[src/rtl/freelist_rename_n.sv]
// N-wide physical register freelist for rename.
// Circular FIFO of free pregs with per-branch head checkpoints.
module freelist_rename_n #(
  parameter int NUM_PREGS = 80,
  parameter int NUM_AREGS = 16,
  parameter int ALLOC_W = 2,
  parameter int FREE_W = 2,
  parameter int MAX_PREDICT_DEPTH = 4,
  localparam int PREG_BITS = $clog2(NUM_PREGS),
  localparam int TAG_BITS = $clog2(MAX_PREDICT_DEPTH),
  localparam int FL_DEPTH = NUM_PREGS - NUM_AREGS,
  localparam int IDX_BITS = $clog2(FL_DEPTH),
  localparam int CNT_BITS = IDX_BITS + 1
) (
  input  logic clk,
  input  logic reset,
  input  logic alloc_valid,
  input  logic [ALLOC_W-1:0] alloc_req,
  output logic alloc_ready,
  output logic [ALLOC_W*PREG_BITS-1:0] alloc_preg,
  output logic [CNT_BITS-1:0] num_free,
  input  logic checkpoint_valid,
  input  logic [TAG_BITS-1:0] checkpoint_tag,
  input  logic branch_shootdown,
  input  logic [TAG_BITS-1:0] shootdown_branch_tag,
  input  logic [FREE_W-1:0] free_valid,
  input  logic [FREE_W*PREG_BITS-1:0] free_addr,
  output logic overflow_err
);

  if ((FL_DEPTH & (FL_DEPTH - 1)) != 0) begin : g_bad_depth
    $error("freelist depth must be a power of two");
  end

  logic [PREG_BITS-1:0] entries [FL_DEPTH];
  logic [CNT_BITS-1:0] head;
  logic [CNT_BITS-1:0] tail;
  logic [CNT_BITS-1:0] ckpt_head [MAX_PREDICT_DEPTH];

  logic [CNT_BITS-1:0] need;
  logic [CNT_BITS-1:0] rank;
  logic [IDX_BITS-1:0] a_idx;
  logic fire;
  logic [CNT_BITS-1:0] head_adv;

  logic [CNT_BITS-1:0] space;
  logic [CNT_BITS-1:0] acc;
  logic [FREE_W-1:0] wr_en;
  logic [IDX_BITS-1:0] wr_idx [FREE_W];
  logic drop;

  assign num_free = tail - head;

  // Count requesting lanes in the decode group.
  always_comb begin
    need = '0;
    for (int i = 0; i < ALLOC_W; i++) begin
      need = need + CNT_BITS'(alloc_req[i]);
    end
  end

  assign alloc_ready = !branch_shootdown
                     && (num_free >= need);
  assign fire = alloc_valid && alloc_ready;
  assign head_adv = fire ? head + need : head;

  // Pack requesting lanes onto consecutive list slots.
  always_comb begin
    rank = '0;
    a_idx = '0;
    alloc_preg = '0;
    for (int i = 0; i < ALLOC_W; i++) begin
      if (alloc_req[i]) begin
        a_idx = head[IDX_BITS-1:0]
              + rank[IDX_BITS-1:0];
        alloc_preg[i*PREG_BITS +: PREG_BITS] =
          entries[a_idx];
        rank = rank + CNT_BITS'(1);
      end
    end
  end

  // Accept frees lowest lane first while room remains.
  always_comb begin
    space = CNT_BITS'(FL_DEPTH) - num_free;
    acc = '0;
    wr_en = '0;
    drop = 1'b0;
    for (int k = 0; k < FREE_W; k++) begin
      wr_idx[k] = '0;
      if (free_valid[k]) begin
        if (acc < space) begin
          wr_en[k] = 1'b1;
          wr_idx[k] = tail[IDX_BITS-1:0]
                    + acc[IDX_BITS-1:0];
          acc = acc + CNT_BITS'(1);
        end else begin
          drop = 1'b1;
        end
      end
    end
  end

  // List storage: reset to the unmapped pregs, written by frees.
  always_ff @(posedge clk or posedge reset) begin
    if (reset) begin
      for (int i = 0; i < FL_DEPTH; i++) begin
        entries[i] <= PREG_BITS'(NUM_AREGS + i);
      end
    end else begin
      for (int k = 0; k < FREE_W; k++) begin
        if (wr_en[k]) begin
          entries[wr_idx[k]] <=
            free_addr[k*PREG_BITS +: PREG_BITS];
        end
      end
    end
  end

  // Pointers, checkpoints and sticky overflow flag.
  always_ff @(posedge clk or posedge reset) begin
    if (reset) begin
      head <= '0;
      tail <= CNT_BITS'(FL_DEPTH);
      overflow_err <= 1'b0;
      for (int t = 0; t < MAX_PREDICT_DEPTH; t++) begin
        ckpt_head[t] <= '0;
      end
    end else begin
      tail <= tail + acc;
      if (drop) begin
        overflow_err <= 1'b1;
      end
      if (branch_shootdown) begin
        head <= ckpt_head[shootdown_branch_tag];
      end else begin
        head <= head_adv;
        if (checkpoint_valid) begin
          ckpt_head[checkpoint_tag] <= head_adv;
        end
      end
    end
  end

endmodule

[config.mk]
export PLATFORM = sky130hd
export DESIGN_NAME = freelist_rename_n
export DESIGN_NICKNAME = d
export VERILOG_FILES = /design/src/rtl/freelist_rename_n.sv
export SDC_FILE = /design/constraint.sdc
export NUM_CORES = 2
export LEC_CHECK = 0
export CAP_MARGIN = 20
export CORE_AREA = 2 2 299 227
export DETAILED_ROUTE_END_ITERATION = 8
export DIE_AREA = 0 0 301 229
export GPL_TIMING_DRIVEN = 1
export PLACE_DENSITY_LB_ADDON = 0.1
export SLEW_MARGIN = 20
export SYNTH_ARGS = -nofsm -noshare
export SYNTH_HDL_FRONTEND = slang
export SYNTH_SLANG_ARGS = --single-unit
[constraint.sdc]
create_clock -name clk -period 42.8 [get_ports clk]
set_clock_uncertainty 0.2 [all_clocks]
set_input_delay 12.84 -clock clk [delete_from_list [all_inputs] [get_ports clk]]
set_output_delay 12.84 -clock clk [all_outputs]
set_load 0.02 [all_outputs]
# --- Word-level counts from Yosys, hierarchy flattened ---
# Cells that the tools add are included.
totals:
  reg_bits: 491
  input_bits: 27
  output_inout_bits: 23
  word_cells: 146
op_classes:
  addsub: 8
  order_cmp: 12
  mux: 41
  bitwise_logic: 7
  n_reduce_logical: 7
op_table:
  columns: ["cell", "count"]
  rows:
  - ["$bwmux 448", 2]
  - ["$mux 448", 2]
  - ["$mux 7", 15]
  - ["$bmux 7 s6", 2]
  - ["$demux 7 s6", 2]
  - ["$bwmux 28", 1]
  - ["$ge 7x7->1 const B", 4]
  - ["$not 6->7", 4]
  - ["$mux 6", 4]
  - ["$bmux 7 s2", 1]
  - ["$demux 7 s2", 1]
  - ["$lt 7x1->1 const B", 2]
  - ["$add 6x6->6", 2]
  - ["$mux 1", 11]
  - ["$add 7x1->7 const B", 1]
  - ["$add 7x2->7", 1]
  - ["$add 7x7->7", 1]
  - ["$ge 7x2->1", 1]
  - ["$lt 1x7->1 const A", 1]
  - ["$lt 7x7->1", 1]
  - ["$sub 7x7->7", 1]
  - ["$sub 7x7->7 const A", 1]
  - ["$ge 3x3->1 const B", 2]
  - ["$not 2->3", 2]
  - ["other kinds (6)", 10]

# --- Longest topological paths before layout ---
depth:
  depth_word: 15
  ltp_mapped: 28

# --- Worst setup path after synthesis ---
# No wires, ideal clock.
synth_timing:
  kind: "input port to output port"
  startpoint: "input port alloc_req[0]"
  endpoint: "output port alloc_preg[10]"
  t_arrival_ps: 15563
  required_time_ps: 29760
  path_slack_ps: 14197
  cell_stages: 9
  n_path_buf: 3
  cell_sequence: "ha_1 clkbuf_1 buf_1 buf_1 mux4_2 mux4_2 mux2i_1 nand2_1 and3_1"
synth_between:
  elab_chain_cells: 7
synth_lines:
  columns: ["element", "line_no", "text"]
  rows:
  - ["from (decl)", "18", "input logic [ALLOC_W-1:0] alloc_req,"]
  - ["$mux 1", "73", "if (alloc_req[i]) begin"]
  - ["$add 6x6->6", "75", "+ rank[IDX_BITS-1:0];"]
  - ["$not 6->7 (implied by the code)", "77", "entries[a_idx];"]
  - ["$bmux 7 s6", "77", null]
  - ["$mux 7 (implied by the code) (2 in series)", "77", null]
  - ["$mux 7", "73", null]
  - ["to (decl)", "20", "output logic [ALLOC_W*PREG_BITS-1:0] alloc_preg,"]
# No other way between the ends. The select of a mux whose other input is x is not followed.

# --- Worst setup path in the final report ---
layout_timing:
  startpoint: "input port alloc_req[0]"
  endpoint: "output port alloc_preg[13]"
# Same word-level chain as after synthesis.

==> flow_metrics.env <==
export IMPL_viasPerCell=7.733
export IMPL_stdcell_area_sq_um=36000
export IMPL_die_area_sq_um=68930
export IMPL_syn_area_sq_um=32850
export IMPL_syn_to_final_growth_pct=9.603
export IMPL_clkTransAtPathRegs_ps=60
export IMPL_grt_pass1_wl_mm=206.7
export IMPL_synth_top_family_by_area="multiplexers"
export IMPL_p_sw_w=0.001453
export IMPL_cts_tree="built"
export IMPL_gp_routability_congestion=0.9945
export IMPL_ios=50
export IMPL_ctsRootBufferMaster="clkbuf_16"
export IMPL_cts_hold_buf=0
export IMPL_setup_tns_ps=0
export IMPL_cts_sinks=491
export IMPL_core_area_sq_um=66180
export IMPL_reg2regPathDepth=18
export IMPL_critPathLaunchType="input pin"
export IMPL_combPwrFrac=0.525
export IMPL_cp_required_ps=29760
export IMPL_die_w_microns=301
export IMPL_io_buffers=49
export IMPL_ys_warn_count=0
export IMPL_ys_ff_latch=491
export IMPL_synth_simple_area_share=0.08369
export IMPL_numCtsBuffers=54
export IMPL_synth_adder_area_share=0.009066
export IMPL_holdPathEnd="ckpt_head[1]$_DFFE_PP0P_"
export IMPL_arrival_ps=17940
export IMPL_maxSlewViolCount=0
export IMPL_synthMuxAreaShare=0.2452
export IMPL_clk_latency_ps=640
export IMPL_critical_path_class="input pin to output port"
export IMPL_async_flop_share=1.000
export IMPL_wl_per_cell_microns=36.42
export IMPL_synth_ff_type="dfrtp_1"
export IMPL_synth_top_area_share=0.2148
export IMPL_worst_pin_slew_ps=1224
export IMPL_drc=0
export IMPL_power_leakage_nw=14.52
export IMPL_drtIter0Drc=4649
export IMPL_setup_violations=0
export IMPL_power_frac_seq=0.312
export IMPL_dp_cells=3811
export IMPL_fmax_ghz=0.03227
export IMPL_yosysMostFrequentCell="mux4_2"
export IMPL_synthTopCellsByArea="dfrtp_1, mux4_2, dfstp_2, a22oi_1, mux2i_1"
export IMPL_post_cts_buffers=0
export IMPL_min_period_ps=30980
export IMPL_first_global_vias=28958
export IMPL_holdPathStages=2
export IMPL_r2r_end="entries[94]$_DFF_PP0_"
export IMPL_synth_edf_count=0
export IMPL_finalPower_w=0.003138
export IMPL_overflow=0
export IMPL_ant_nets=0
export IMPL_synth_commonest_cells="mux4_2, dfrtp_1, nor2_1, a21oi_1, clkbuf_1"
export IMPL_fin_crit_sh=0.7239
export IMPL_placed_cell_area_sq_um=34000
export IMPL_hold_path_startpoint="ckpt_head[1]$_DFFE_PP0P_"
export IMPL_htreeDepth=2
export IMPL_hold_path_class="register to register"
export IMPL_r2r_start="head[3]$_DFF_PP0_"
export IMPL_grt_max_degree=142
export IMPL_syn_avg_cell_area_sq_um=10.56
export IMPL_r2r_setup_slack_ps=35790
export IMPL_vias=30312
export IMPL_ys_types=69
export IMPL_sw_frac_of_total=0.4631
export IMPL_p_per_area_nw_per_um2=87.16
export IMPL_drive_gt1_frac=0.2599
export IMPL_rows=82
export IMPL_crit_fanout=68
export IMPL_finalHoldViolCount=0
export IMPL_synth_compound_area_share=0.2281
export IMPL_maxCapViolCount=0
export IMPL_start_util=0.4964
export IMPL_die_y_microns=229
export IMPL_cts_max_path_buffers=3
export IMPL_yosysTopAreaCell="dfrtp_1"
export IMPL_dp_hpwl_mm=96.29
export IMPL_drt_first_pass_iters=6
export IMPL_status="finished, final reports clean"
export IMPL_end_kind="output port"
export IMPL_cp_startpoint="alloc_req[0]"
export IMPL_nets=3039
export IMPL_slew_headroom=0.1812
export IMPL_routed_wirelength_mm=142.8
export IMPL_synthXorXnorAreaFrac=0.006361
export IMPL_post_route_util=0.5440
export IMPL_ir_drop_v=0.00007040
export IMPL_p_int_w=0.001685
export IMPL_grt_usage=0.4135
export IMPL_netlist_instances=3111
export IMPL_stdcell_count=3920
export IMPL_synth_seq_area_share=0.3820
export IMPL_antenna_found_initial=4
export IMPL_post_cts_resized=0
export IMPL_p_clk_frac=0.163
export IMPL_synth_fp_nets=3160
export IMPL_rsz0062_at_grt="no"
layout by cell type, fill, tap and decap left out, drive strengths merged, types with 28 or more instances in the layout:
cell type      instances
mux4                 294
dfrtp                282
nor2                 272
a21oi                265
a22oi                210
o21ai                210
dfstp                209
a31oi                207
nand2                185
mux2i                142
buf                  105
clkbuf                92
nand3                 69
o31ai                 63
nor3                  56
a2bb2oi               49
clkdlybuf4s50         48
a32oi                 42
inv                   28
o211ai                28
state kept, by name, summed over array words and instances, names as in the netlist:
register	flops
tail	7
ckpt_head	28
head	7
overflow_err	1
entries	448
per-layer routing:
| metal | global-route usage | up-vias | routed length (microns) |
|---|---|---|---|
| li1 | - | 11951 | - |
| met4 | 0.2043 | 6 | 8109 |
| met2 | 0.5657 | 2528 | 58580 |
| met1 | 0.5808 | 15348 | 53990 |
| met3 | 0.1465 | 479 | 22060 |
| met5 | 0 | - | 43 |
worst max path at each step:
stage,slack (ps),end,cells after the start
floorplan,14200,alloc_preg[10],9
detailed placement,12010,alloc_preg[13],11
CTS,12020,alloc_preg[13],11
global route,11730,alloc_preg[13],11
global placement,12140,alloc_preg[13],11
finish,11820,alloc_preg[13],11
cell type report:
type / instances / area [sq um]
clock inverter: 13 / 172.7
timing repair buffer: 156 / 1301
multi-input combinational: 2258 / 19010
inverter: 29 / 116.4
clock buffer: 89 / 1737
sequential: 491 / 12560
antenna: 2 / 5.005
tap: 882 / 1104
fill: 5732 / 30180
cell families (layout without fill, tap and decap cells):
family,Yosys count,in the layout
flip-flops,491,491
multiplexers,437,437
buffers and inverters,362,287
other,0,2
AO/OA/AOI/OAI,1134,1134
adder cells (fa/ha/maj),22,22
AND/OR/NAND/NOR,642,642
XOR/XNOR,23,23
critical path, cell delays in order:
cell,delay (ps)
clkdlybuf4s50_1,400
buf_4,220
ha_4,220
ha_4,670
buf_4,840
mux4_2,600
mux4_2,510
mux2i_1,540
nand2_1,130
and3_1,250
clkdlybuf4s50_1,560
stage by stage:
step                hold WS (ps)  worst slack [ps]
global route               308.8             11730
detailed placement         271.6             12010
finish                     285.2             11820
global placement           259.2             12140
CTS                        286.1             12020
floorplan                  244.8             14200
power by group through the flow:
stage,registers [W],logic (W),clock network [W]
CTS,0.000965,0.00159,0.000512
floorplan,0.000825,0.00113,0
global placement,0.000972,0.00155,0
global route,0.000990,0.00172,0.000531
detailed placement,0.000970,0.00158,0
finish,0.000979,0.00165,0.000512
Note: power is estimated with default switching activity, not from simulation.
